**src/rtl/hazard_scoreboard.sv**
```systemverilog
`default_nettype none
// ============================================================================
// Module      : hazard_scoreboard
// Description : Hazard and forwarding controller for the pipelined WISC core.
//               Tracks a shadow copy of the in-flight instructions from EX to
//               WB. From that copy it produces load-use stalls, per-operand EX
//               forwarding selects, a MEM store-data forward select and a
//               saturating stall counter.
// Revision    : 1.0 - initial release
// ============================================================================
module hazard_scoreboard #(
    parameter int REG_W      = 4,
    parameter int DEPTH      = 3,
    parameter int LOAD_READY = 2,
    parameter int ZERO_REG   = 1,
    parameter int CNT_W      = 16,
    localparam int SEL_W     = $clog2(DEPTH)
) (
    input  logic             clk,
    input  logic             rst,
    input  logic             id_valid,
    input  logic [REG_W-1:0] id_src1,
    input  logic [REG_W-1:0] id_src2,
    input  logic             id_src1_used,
    input  logic             id_src2_used,
    input  logic             id_src2_late,
    input  logic [REG_W-1:0] id_dst,
    input  logic             id_wr,
    input  logic             id_load,
    input  logic             id_flush,
    input  logic             hold,
    output logic             stall,
    output logic [SEL_W-1:0] ex_fwd1_sel,
    output logic [SEL_W-1:0] ex_fwd2_sel,
    output logic [SEL_W-1:0] mem_fwd_sel,
    output logic [CNT_W-1:0] stall_count
);

    // One shadow-pipeline slot: everything needed to act as producer or consumer.
    typedef struct packed {
        logic             valid;
        logic             wr;
        logic             load;
        logic [REG_W-1:0] dst;
        logic [REG_W-1:0] src1;
        logic             src1_used;
        logic [REG_W-1:0] src2;
        logic             src2_used;
        logic             src2_late;
    } entry_t;

    localparam logic [CNT_W-1:0] c_cnt_max = {CNT_W{1'b1}};

    entry_t           r_pipe [DEPTH];
    entry_t           w_id_entry;
    logic             w_issue;
    logic             w_stall1;
    logic             w_stall2;
    logic             w_stall;
    logic [SEL_W-1:0] w_fwd1;
    logic [SEL_W-1:0] w_fwd2;
    logic [SEL_W-1:0] w_mfwd;
    logic [CNT_W-1:0] r_stall_count;

    // A producer satisfies a read of register s when it really writes s.
    // Register 0 is hardwired when ZERO_REG is set, so it never matches.
    function automatic logic f_match(input entry_t e, input logic [REG_W-1:0] s);
        return e.valid && e.wr && (e.dst == s) && !((ZERO_REG != 0) && (s == '0));
    endfunction

    // Pack the decode-stage fields into the entry that will enter EX.
    always_comb begin
        w_id_entry           = '0;
        w_id_entry.valid     = 1'b1;
        w_id_entry.wr        = id_wr;
        w_id_entry.load      = id_load;
        w_id_entry.dst       = id_dst;
        w_id_entry.src1      = id_src1;
        w_id_entry.src1_used = id_src1_used;
        w_id_entry.src2      = id_src2;
        w_id_entry.src2_used = id_src2_used;
        w_id_entry.src2_late = id_src2_late;
    end

    // Load-use detection. Walking from oldest to youngest lets the youngest
    // matching producer overwrite any older one, so only it decides.
    // A load at index k has its data k+1 cycles from now; a late operand
    // needs it one cycle later than an EX operand.
    always_comb begin
        int late2;
        w_stall1 = 1'b0;
        w_stall2 = 1'b0;
        late2    = id_src2_late ? 1 : 0;
        for (int k = DEPTH - 1; k >= 0; k--) begin
            if (f_match(r_pipe[k], id_src1)) begin
                w_stall1 = r_pipe[k].load && (k + 1 < LOAD_READY);
            end
            if (f_match(r_pipe[k], id_src2)) begin
                w_stall2 = r_pipe[k].load && (k + 1 + late2 < LOAD_READY);
            end
        end
        w_stall = id_valid && !id_flush &&
                  ((id_src1_used && w_stall1) || (id_src2_used && w_stall2));
    end

    // Forwarding selects depend only on registered entries so they are
    // stable for the whole cycle the consumer spends in EX or MEM.
    always_comb begin
        w_fwd1 = '0;
        w_fwd2 = '0;
        w_mfwd = '0;
        if (r_pipe[0].valid && r_pipe[0].src1_used) begin
            for (int k = DEPTH - 1; k >= 1; k--) begin
                if (f_match(r_pipe[k], r_pipe[0].src1)) begin
                    w_fwd1 = SEL_W'(k);
                end
            end
        end
        // Store data is picked up in MEM, so the EX operand mux stays on the
        // register-file path for a late src2.
        if (r_pipe[0].valid && r_pipe[0].src2_used && !r_pipe[0].src2_late) begin
            for (int k = DEPTH - 1; k >= 1; k--) begin
                if (f_match(r_pipe[k], r_pipe[0].src2)) begin
                    w_fwd2 = SEL_W'(k);
                end
            end
        end
        if (r_pipe[1].valid && r_pipe[1].src2_used && r_pipe[1].src2_late) begin
            for (int k = DEPTH - 1; k >= 2; k--) begin
                if (f_match(r_pipe[k], r_pipe[1].src2)) begin
                    w_mfwd = SEL_W'(k);
                end
            end
        end
    end

    assign w_issue = id_valid && !id_flush && !w_stall;

    // Shadow pipeline: shifts one stage per unheld cycle; a stalled or killed
    // decode slot enters EX as a bubble.
    always_ff @(posedge clk or posedge rst) begin
        if (rst) begin
            for (int k = 0; k < DEPTH; k++) begin
                r_pipe[k] <= '0;
            end
        end else if (!hold) begin
            for (int k = 1; k < DEPTH; k++) begin
                r_pipe[k] <= r_pipe[k-1];
            end
            r_pipe[0] <= w_issue ? w_id_entry : entry_t'('0);
        end
    end

    // Performance counter: counts cycles that actually cost a bubble and
    // sticks at its maximum instead of wrapping.
    always_ff @(posedge clk or posedge rst) begin
        if (rst) begin
            r_stall_count <= '0;
        end else if (w_stall && !hold && (r_stall_count != c_cnt_max)) begin
            r_stall_count <= r_stall_count + CNT_W'(1);
        end
    end

    assign stall       = w_stall;
    assign ex_fwd1_sel = w_fwd1;
    assign ex_fwd2_sel = w_fwd2;
    assign mem_fwd_sel = w_mfwd;
    assign stall_count = r_stall_count;

endmodule
`default_nettype wire
```
**config.mk**
```make
export PLATFORM = sky130hd
export DESIGN_NAME = hazard_scoreboard
export DESIGN_NICKNAME = d
export VERILOG_FILES = /design/src/rtl/hazard_scoreboard.sv
export SDC_FILE = /design/constraint.sdc
export NUM_CORES = 1
export LEC_CHECK = 0
export ABC_CLOCK_PERIOD_IN_PS = 2200
export BUFFER_PORTS_ARGS = -buffer_cell sky130_fd_sc_hd__clkbuf_2
export CAP_MARGIN = 20
export CORE_MARGIN = 2
export CORE_UTILIZATION = 55
export DETAILED_ROUTE_END_ITERATION = 10
export HOLD_SLACK_MARGIN = 0.03
export PLACE_DENSITY = 0.79
export SETUP_SLACK_MARGIN = 0.1
export SLEW_MARGIN = 20
export SYNTH_ARGS = -nofsm -noshare
export SYNTH_HDL_FRONTEND = slang
export SYNTH_SLANG_ARGS = --single-unit
```
**constraint.sdc**
```tcl
create_clock -name clk -period 2.2 [get_ports clk]
set_input_delay 0.33 -clock clk [delete_from_list [all_inputs] [get_ports clk]]
set_output_delay 0.33 -clock clk [all_outputs]
set_load 0.005 [all_outputs]
```
# --- Yosys cells after proc, flatten, opt, wreduce, memory -nomap -nowiden ---
# Cells that the tools add are included.
# Widths: inputs -> output; s select.
classes:
  add_sub_neg: 4
  magnitude_cmp: 3
  n_eq_ne: 10
  mux: 14
  n_reduce_logical: 51
ops:
  columns: ["operator", "n"]
  rows:
  - ["$eq 4x4->1", 9]
  - ["$logic_and 1x1->1", 36]
  - ["$logic_not 4->1", 5]
  - ["$mux 18", 1]
  - ["$add 16x1->16 const B", 1]
  - ["$mux 2", 8]
  - ["$ne 16x16->1 const B", 1]
  - ["$logic_not 1->1", 9]
  - ["$add 2x1->3 const A", 2]
  - ["$lt 3x2->1 const B", 2]
  - ["$mux 1", 5]
  - ["$add 1x1->2 const A", 1]
  - ["$lt 2x2->1 const B", 1]
  - ["$logic_or 1x1->1", 1]
totals:
  ff_bits: 54
  out_inout_bits: 23
  elab_cells: 103

# --- Longest topological paths before layout ---
depth:
  depth_word: 13
  ltp_mapped: 6
  ltp_nobuf: 6

# --- Worst setup path before layout ---
# Ideal clock, no wire load.
synth_timing:
  path_type: "flip-flop to flip-flop"
  startpoint: "register r_pipe[50] in the netlist's numbering"
  endpoint: "register r_pipe[41] in the netlist's numbering"
  arrival_time_ns: 1.879
  t_required_ns: 2.134
  slack_ns: 0.255
  path_stages_with_launch: 7
  path_buffers: 1
  synth_period_minus_slack_ns: 1.945
  path_cell_list: "dfrtp_1 -> nor4_1 -> nor2_1 -> a22o_1 -> a2111oi_4 -> buf_6 -> a22o_1"
synth_between:
  elab_chain_len: 10
  word_cells_on_any_way: 15
  classes_between: "eq/ne: 2; mux: 3; reduce/logical: 10"
synth_rtl:
  columns: ["item", "line", "text"]
  rows:
  - ["from (decl)", "54", "entry_t r_pipe [DEPTH];"]
  - ["from (signal, indexed assignment)", "148", "r_pipe[k] <= r_pipe[k-1];"]
  - ["$eq 4x4->1", "68", "return e.valid && e.wr && (e.dst == s) && !((ZERO_REG != 0) && (s == '0));"]
  - ["$logic_and 1x1->1 (2 in series)", "68", null]
  - ["$mux 1, on equally long branches", "95, 98", null]
  - ["$logic_and 1x1->1", "103", "((id_src1_used && w_stall1) || (id_src2_used && w_stall2));"]
  - ["$logic_or 1x1->1 *", "103", null]
  - ["$logic_and 1x1->1 *", "102", "w_stall = id_valid && !id_flush &&"]
  - ["$logic_not 1->1 *", "137", "assign w_issue = id_valid && !id_flush && !w_stall;"]
  - ["$logic_and 1x1->1 *", "137", null]
  - ["$mux 18 *", "150", "r_pipe[0] <= w_issue ? w_id_entry : entry_t'('0);"]
# Mark *: on every way between the ends. The rest lies on a longest branch, timed or not.
# A chain may end at the register's enable or synchronous reset.

# --- Final worst setup path ---
layout_timing:
  startpoint: "register r_pipe[47] in the netlist's numbering"
  endpoint: "output stall"
layout_between:
  elab_chain_len: 7
  word_cells_on_any_way: 12
  classes_between: "eq/ne: 2; mux: 2; reduce/logical: 8"
layout_rtl:
  columns: ["item", "line", "text"]
  rows:
  - ["$eq 4x4->1", "68", null]
  - ["$logic_and 1x1->1 (2 in series)", "68", null]
  - ["$mux 1, on equally long branches", "95, 98", null]
  - ["$logic_and 1x1->1", "103", null]
  - ["$logic_or 1x1->1 *", "103", null]
  - ["$logic_and 1x1->1 *", "102", null]
  - ["to (decl)", "32", "output logic stall,"]
# Marks and branches as above.

==> metrics.txt <==
status=finished clean; Synthesized Nets=251; Hold WC Path Type=in -> async; static leakage=1.621 nW; Site Rows=24; H-tree Lvls=2; Initial DRC Count=211; VDD IR-drop max=0.3486 mV; Distinct cells, synth=29; minimum clock period=2.143 ns; largest net degree at the start of global routing=53; Area contributors post-synth=dfrtp_1, xor2_1, mux2_2; clock tree sinks=52; ys flop type=dfrtp_1; clock root buffer=clkbuf_8; CTS max path bufs=2; Finish-stage setup viols=0; reg2reg start=r_pipe[50]$_DFFE_PP0N_; async set or reset register ratio after synthesis=100.0%; Max Freq=466.7 MHz; layout cells sized above 1=43.34%; flops & latches, synth=52; die area=5271 µm²; syn_area_per_cell=11.35 µm²; initial antenna violation count=0; r2r endpoint=r_pipe[51]$_DFFE_PP0N_; sequential share of the synthesized area=50.27%; Tot GR Track Use=22.65%; Cells after Synth=228; Worst R2R Path Depth=7; vias in the first global route=1942; commonest non-fill, non-tap cells in the layout=clkbuf_2, dfrtp_1, xor2_1, buf_4, mux2_2; EDFF count, synth=0; drt pass-1 iters=4; HPWL Detailed=3795 µm; total power after layout=1.842 mW; final clock period utilization by the worst path=97.39%; WL/cell=17.14 µm; total core area=4444 µm²; Fin. Hold Viols=0; Final Hold Slack=0.1717 ns; drt via density=5.965; CTS Buf Count=5; final core occ=72.83%; n_diodes=0; GP Congestion=0.8079; Slew @ Worst Pin=0.6488 ns; fin nets=316; Power per Cell Area=569.2 nW/µm²; Worst slew margin=56.75%; Slew Viols, Final=0; Worst Setup SP=r_pipe[47]$_DFFE_PP0N_; Skew-Pair Late Insertion Delay=0.30 ns; slack of the critical path=0.05746 ns; DRC=0; Post-Place Setup Slack=0.1103 ns; Starting Density=58.25%; CP endpoint kind=primary output; post-route ant nets=0; Worst setup SP type=register; WP data arrival=1.81 ns; crit-path max FO=5; IO Port Bufs=43; worst setup path endpoint=stall; MaxCap Viol Count=0; first-pass GRT wire length=9356 µm; synthesized area=2589 µm²; CTS clk-pin slew, worst paths=0.09 ns; DR vias=2058; Worst Path Required=1.87 ns; die extent in x=72.61 µm; synth warn=0; Fin Clk Skew=0.01410 ns; total grt overflow=0; I/O pins=45; chip height=72.61 µm; cell taking the most area after synthesis=dfrtp_1; RSZ-0062 raised after global routing=true; area growth from synthesis to layout=25.04%; reg2reg setup slack=0.09 ns; Synth top area share=50.27%; CTS tree=done; setup TNS=0 ns; kind of critical path=reg -> out; final wirelength=5912 µm
## synthesized netlist by cell type (2+ instances only)
| cell type | number |
|---|---|
| mux2_2 | 19 |
| nor4_1 | 9 |
| dfrtp_1 | 52 |
| nand3_1 | 6 |
| inv_1 | 4 |
| a22o_1 | 18 |
| nand3b_1 | 2 |
| xnor2_1 | 8 |
| nand4_1 | 7 |
| a21oi_1 | 5 |
| xor2_1 | 30 |
| nor4b_1 | 3 |
| nand2_1 | 11 |
| nor2_1 | 7 |
| nand4b_1 | 2 |
| or4_1 | 3 |
| nor3_1 | 20 |
| clkbuf_1 | 9 |
| nor3b_1 | 3 |
## stage by stage
step,cells,cell area (µm²)
after floorplan,228,2589
after global placement,318,2861
after detailed placement,318,2861
after CTS,334,3035
after global routing,345,3237
final,345,3237
## critical path: stages, from the launching register on
cell and delay [ns]:
dfrtp_2 0.46, xor2_1 0.19, nor4_2 0.32, a22o_1 0.23, nand2_1 0.08, nor3_2 0.11, buf_2 0.13
## registers in the layout, indices dropped and copies added (netlist names)
name and flops:
r_pipe 36, stall_count 16
## layout make-up
type	instances	area, µm²
clock buffer	6	72.57
clock inverter	1	5.005
fill	310	1207
inverter	4	15.01
multi-input combinational	161	1346
sequential	52	1315
tap	52	65.06
timing repair buffer	69	417.9
## cell families (layout without fill, tap and decap cells)
logic type / count (synthesis) / after routing / synth area share (%)
adders and majority gates: 1 / 1 / 0.4832
and+or+nand+nor: 76 / 76 / 16.63
AOI/OAI and AO/OA: 26 / 26 / 8.748
xor gates and xnor gates: 38 / 38 / 12.86
buffers and inverters: 15 / 80 / 2.610
other: 1 / 1 / 0.1449
muxes: 19 / 19 / 8.265
DFF: 52 / 52 / 50.27
## worst min path at each step
stage                                        endpoint  slack, ns  cells after the start
final                     stall_count[11]$_DFFE_PP0P_       0.17                      3
after floorplan                r_pipe[37]$_DFFE_PP0N_       0.46                      1
after CTS                 stall_count[15]$_DFFE_PP0P_       0.20                      3
after global routing           r_pipe[52]$_DFFE_PP0N_       0.24                      2
after detailed placement  stall_count[15]$_DFFE_PP0P_       0.49                      1
after global placement    stall_count[15]$_DFFE_PP0P_       0.48                      1
## timing repair
item                       4_1_cts  5_1_grt
resized for setup               12       25
hold endpoints to repair         0        0
setup endpoints to repair        5       35
pin swaps                        3       21
setup buffers                    9       10
hold buffers                     0        0
cloned                           0        1
## power breakdown
part / total [mW] / internal (mW) / switching, mW
Sequential: 1.07 / 1.00 / 0.0652
Combinational: 0.258 / 0.137 / 0.121
Clock: 0.515 / 0.217 / 0.298
## routing by layer
metal  vias up  routed length (µm)  GRT usage, %
li1        958                   -             -
met1      1027                2740         33.92
met2        67                2823         33.94
met3         6                 292         4.834
met4         0                  55         5.556
met5         -                   0             0
Note: power is estimated with default switching activity, not from simulation.
